==> src/rtl/if_fetch_stage.sv <==
// Instruction fetch stage for the 5-stage MIPS pipeline.
// Owns the PC, issues single-outstanding word fetches over a req/gnt + rvalid
// handshake and fills the IF/ID register consumed by decode. Handles decode
// back-pressure through a one-word skid buffer and EX redirects with flush.
// Optional feature: define IF_EARLY_JUMP_EN to resolve J/JAL targets in fetch.
module if_fetch_stage #(
  parameter logic [31:0] RESET_PC = 32'h0000_0000
) (
  input  logic        clk,
  input  logic        rst_n,
  output logic        imem_req,
  output logic [31:0] imem_addr,
  input  logic        imem_gnt,
  input  logic        imem_rvalid,
  input  logic [31:0] imem_rdata,
  input  logic        redirect_valid,
  input  logic [31:0] redirect_pc,
  input  logic        id_stall,
  output logic        id_valid,
  output logic [31:0] id_ins,
  output logic [31:0] id_pc,
  output logic        id_early_jmp
);

  localparam logic [31:0] NOP = 32'h0000_0000;

  typedef enum logic [1:0] {
    StReq,
    StWait,
    StHold,
    StDrop
  } state_e;

  state_e      state_q;
  logic [31:0] pc_q;
  logic [31:0] fetch_pc_q;
  logic [31:0] skid_q;

  logic        if_id_free;
  logic        load;
  logic [31:0] load_word;
  logic [31:0] seq_pc;
  logic        early_hit;
  logic [31:0] load_next_pc;
  logic        outstanding;
  logic [31:0] redirect_aligned;

  // The PC register doubles as the registered fetch address.
  assign imem_addr = pc_q;

  // Decode of the current cycle: what IF/ID receives and where fetch goes next.
  always_comb begin
    if_id_free       = !id_valid || !id_stall;
    load             = ((state_q == StWait) && imem_rvalid && if_id_free) ||
                       ((state_q == StHold) && !id_stall);
    load_word        = (state_q == StHold) ? skid_q : imem_rdata;
    seq_pc           = fetch_pc_q + 32'd4;
    redirect_aligned = redirect_pc & 32'hFFFF_FFFC;
`ifdef IF_EARLY_JUMP_EN
    // J (000010) and JAL (000011) differ only in opcode bit 26.
    early_hit        = (load_word[31:27] == 5'b00001);
    load_next_pc     = early_hit ? {seq_pc[31:28], load_word[25:0], 2'b00} : seq_pc;
`else
    early_hit        = 1'b0;
    load_next_pc     = seq_pc;
`endif
    // A response arriving in the same cycle as the redirect retires the request,
    // and a granted request can never respond in its grant cycle.
    outstanding      = (((state_q == StWait) || (state_q == StDrop)) && !imem_rvalid) ||
                       ((state_q == StReq) && imem_req && imem_gnt);
  end

  // Fetch FSM, PC, skid buffer and the IF/ID register, all registered.
  always_ff @(posedge clk or negedge rst_n) begin
    if (!rst_n) begin
      state_q      <= StReq;
      pc_q         <= RESET_PC;
      fetch_pc_q   <= RESET_PC;
      skid_q       <= NOP;
      imem_req     <= 1'b0;
      id_valid     <= 1'b0;
      id_ins       <= NOP;
      id_pc        <= 32'h0000_0000;
      id_early_jmp <= 1'b0;
    end else if (redirect_valid) begin
      // Redirect wins over everything, including stall and a same-cycle response.
      pc_q         <= redirect_aligned;
      skid_q       <= NOP;
      id_valid     <= 1'b0;
      id_ins       <= NOP;
      id_early_jmp <= 1'b0;
      if (outstanding) begin
        state_q  <= StDrop;
        imem_req <= 1'b0;
      end else begin
        state_q  <= StReq;
        imem_req <= 1'b1;
      end
    end else begin
      if (load) begin
        id_valid     <= 1'b1;
        id_ins       <= load_word;
        id_pc        <= fetch_pc_q;
        id_early_jmp <= early_hit;
      end else if (!id_stall) begin
        id_valid     <= 1'b0;
        id_ins       <= NOP;
        id_early_jmp <= 1'b0;
      end

      if (load) begin
        pc_q     <= load_next_pc;
        state_q  <= StReq;
        imem_req <= 1'b1;
      end else begin
        unique case (state_q)
          StReq: begin
            if (imem_req && imem_gnt) begin
              state_q    <= StWait;
              fetch_pc_q <= pc_q;
              imem_req   <= 1'b0;
            end else begin
              imem_req <= 1'b1;
            end
          end
          StWait: begin
            // Reaching here with a response means IF/ID is blocked.
            if (imem_rvalid) begin
              skid_q  <= imem_rdata;
              state_q <= StHold;
            end
          end
          StHold: begin
            // Waiting for decode to release the stall.
          end
          StDrop: begin
            if (imem_rvalid) begin
              state_q  <= StReq;
              imem_req <= 1'b1;
            end
          end
        endcase
      end
    end
  end

endmodule

==> config.mk <==
export PLATFORM = sky130hd
export DESIGN_NAME = if_fetch_stage
export DESIGN_NICKNAME = d
export VERILOG_FILES = /design/src/rtl/if_fetch_stage.sv
export SDC_FILE = /design/constraint.sdc
export NUM_CORES = 1
export LEC_CHECK = 0
export ABC_AREA = 1
export BUFFER_PORTS_ARGS = -buffer_cell sky130_fd_sc_hd__buf_2
export CAP_MARGIN = 20
export CORE_UTILIZATION = 59
export CTS_CLUSTER_SIZE = 8
export DETAILED_ROUTE_END_ITERATION = 12
export PLACE_DENSITY_LB_ADDON = 0.1
export SETUP_SLACK_MARGIN = 0.3
export SLEW_MARGIN = 15
export SYNTH_ARGS = -nofsm -noshare
export SYNTH_HDL_FRONTEND = slang
export SYNTH_SLANG_ARGS = --single-unit
==> constraint.sdc <==
create_clock -name clk -period 3.25 [get_ports clk]
set_input_delay 0.4875 -clock clk [delete_from_list [all_inputs] [get_ports clk]]
set_output_delay 0.4875 -clock clk [all_outputs]
set_load 0.02 [all_outputs]
==> impl_results.md <==
* Number of synthesized flops with an enable pin at 0
* VDD IR-drop max at 446 µV
* Global-route wire length before repair at 29800 µm
* Seq cells post-synth at 164
* Starting Density at 0.608
* CP Capture Type: register
* Die Wd at 116 µm
* Routed Antenna Nets at 0
* Synth warn at 0
* Max-cap viol count at 0
* Final Setup Violations at 0
* Largest family of logic cells by synthesized area: simple AND/OR/NAND/NOR gates
* Initial drt markers at 706
* Most common cell after layout, fill and taps aside: nand2_1
* Crit start category: register
* Setup TNS at 0 ns
* Core area at 12700 µm²
* Tcrit/Tclk final at 0.755
* # hold bufs at CTS at 0
* GRT Overall Usage at 0.289
* Fin. Hold Viols at 0
* Cell count after synthesis at 954
* Clk_lat worst skew at 0.43 ns
* Post-cts resize count at 0
* Largest net degree at the start of global routing at 68
* CTS tree: done
* Simple-gate share of the synthesized area at 0.237
* Reg-to-reg setup timing slack at 0.80 ns
* Compound-cell area share of the yosys netlist at 0.128
* Area growth, synth to finish at 19.0%
* Slew Limit Fails at 0
* WL/cell at 14.7 µm
* P per Cell Area at 808 nW/µm²
* HPWL after DPL at 12600 µm
* Register area share after synthesis at 0.531
* Number of H-tree levels at 4
* Clk slew on worst S/H paths at 0.06 ns
* Max Freq at 407 MHz
* Via count at 6799
* Die Area at 13600 µm²
* Max-slew headroom at 0.433
* Reg2reg start: state_q[1]
* Fin crit period at 2.45 ns
* Row count at 41
* Static Leak at 4.69 nW
* R2R cell count at 10
* GR Overflow Total at 0
* Async set-reset flop share out of synthesis at 1.00
* Synth Area in XOR/XNOR at 0.00793
* Mapped Nets at 1030
* CTS Buffer Depth at 2
* Synthesized area at 7730 µm²
* Status: complete, no violations
* HP Class: in -> async
* CP Max Fanout at 57
* Critical R2R Capture: fetch_pc_q[21]
* Post-Syn Area per Cell at 8.11 µm²
* DRC viols at 0
* DRT Wirelength at 18800 µm
* Number of setup buffers added after CTS at 0
* FILL cells at 1043
* Share of cells above drive strength 1 at 0.202
* Mux cell area share after synthesis at 0
* DIE HEIGHT at 116 µm
* Worst slew pin tran at 0.849 ns
* Main synth FF type: dfrtp_1
* CTS Buf Count at 17
* Synth Area in Adders at 0.00971
* I/O Buffers at 165
* Crit Path Category: reg -> reg
* NumNets Final at 1177
* Gpl congestion at 0.887
* Layout Utilization at 0.723
* # diodes at 0
* Initial antenna violation count at 0
* Vias per inst at 5.30
* Number of clock sinks at 164
* Vias in the first global route at 6071
* Unique masters post-synth at 33
* Commonest cells after routing, fill and taps aside: nand2_1, dfrtp_1, buf_2
* Clk root buf: clkbuf_16
* Setup Skew at 0.00954 ns
* RSZ-0062 raised after global routing: false
* I/O pin count at 169
* Drt pass-1 iters at 8
* Crit path DAT at 2.79 ns
* Crit path required time at 3.58 ns
state kept, by name (all words and copies together), names as in the netlist:
register and cells:
fetch_pc_q 32, id_ins 32, id_pc 32, id_valid 1, imem_addr 32, imem_req 1, skid_q 32, state_q 2
report_power, final:
group	total, mW	switching, mW	internal [mW]
logic	2.42	1.64	0.781
registers	3.08	0.465	2.62
clock network	1.93	0.760	1.17
synthesized netlist by cell type (2+ instances only):
cell type | instances | area (µm²)
xnor2_1 | 2 | 17.5
ha_1 | 6 | 75.1
nor2_2 | 8 | 50.1
inv_4 | 2 | 12.5
nand2_1 | 256 | 961
nor2_4 | 2 | 22.5
dfrtp_1 | 164 | 4100
inv_1 | 106 | 398
nand3_2 | 2 | 20.0
nand3_1 | 74 | 370
buf_2 | 20 | 100
xor2_1 | 5 | 43.8
a21oi_1 | 14 | 70.1
nand3b_1 | 7 | 52.6
nor2_1 | 60 | 225
o211ai_1 | 4 | 30.0
clkbuf_1 | 17 | 63.8
o21bai_1 | 3 | 22.5
buf_6 | 5 | 56.3
nor3_1 | 4 | 20.0
nand4_1 | 11 | 68.8
o21ai_1 | 36 | 180
buf_1 | 2 | 7.51
buf_4 | 4 | 30.0
nand2_4 | 3 | 33.8
o21ai_0 | 130 | 651
worst max path at each step:
stage / startpoint / end / slack [ns] / cells past startpoint
after global routing: state_q[1] / fetch_pc_q[23] / 0.53 / 10
after global placement: redirect_valid / fetch_pc_q[3] / 0.91 / 7
after floorplan: state_q[1] / fetch_pc_q[6] / 1.65 / 12
final: state_q[1] / fetch_pc_q[21] / 0.80 / 10
after detailed placement: state_q[1] / fetch_pc_q[3] / 0.86 / 10
after CTS: state_q[1] / fetch_pc_q[21] / 0.81 / 10
cells by family (layout without fill, tap and decap cells):
logic type,Yosys count,in the layout
xor gates and xnor gates,7,7
AOI/OAI and AO/OA,191,191
buffers and inverters,157,313
and+or+nand+nor,428,428
other,1,1
DFF,164,164
adders and majority gates,6,6
final cells by class:
type,count,area (µm²),share of cell area
Multi-Input combinational cell,633,2970,0.323
Clock inverter,6,80.1,0.00870
Timing Repair Buffer,176,940,0.102
Inverter,109,414,0.0450
Tap cell,172,215,0.0234
Sequential cell,164,4100,0.446
Clock buffer,22,474,0.0515
critical path: stages, from the launching register on:
cell and delay, ns:
dfrtp_1 0.42, inv_1 0.11, ha_1 0.21, nand2_1 0.14, nand2_2 0.15, nand2_4 0.08, nand2_4 0.32, inv_4 0.17
nand2_4 0.49, nand2_1 0.14, o21ai_1 0.13
layer usage:
metal / track usage / vias to the layer above / wire length [µm]
met5: 0 / - / 0
met4: 0.0949 / 0 / 245
met1: 0.397 / 3198 / 8600
met2: 0.464 / 227 / 8890
li1: - / 3351 / -
met3: 0.0540 / 23 / 1080
per-stage QoR:
stage	total power, mW	hold WS, ns	area (µm²)	worst slack (ns)	cells
after floorplan	4.67	0.192	7730	1.65	954
after global placement	5.44	0.459	8650	0.912	1254
after detailed placement	5.51	0.464	8650	0.860	1254
after CTS	7.45	0.0777	9200	0.810	1282
after global routing	7.91	0.103	9200	0.533	1282
final	7.43	0.0480	9200	0.796	1282
No activity file was read; power rests on OpenSTA's default activity.
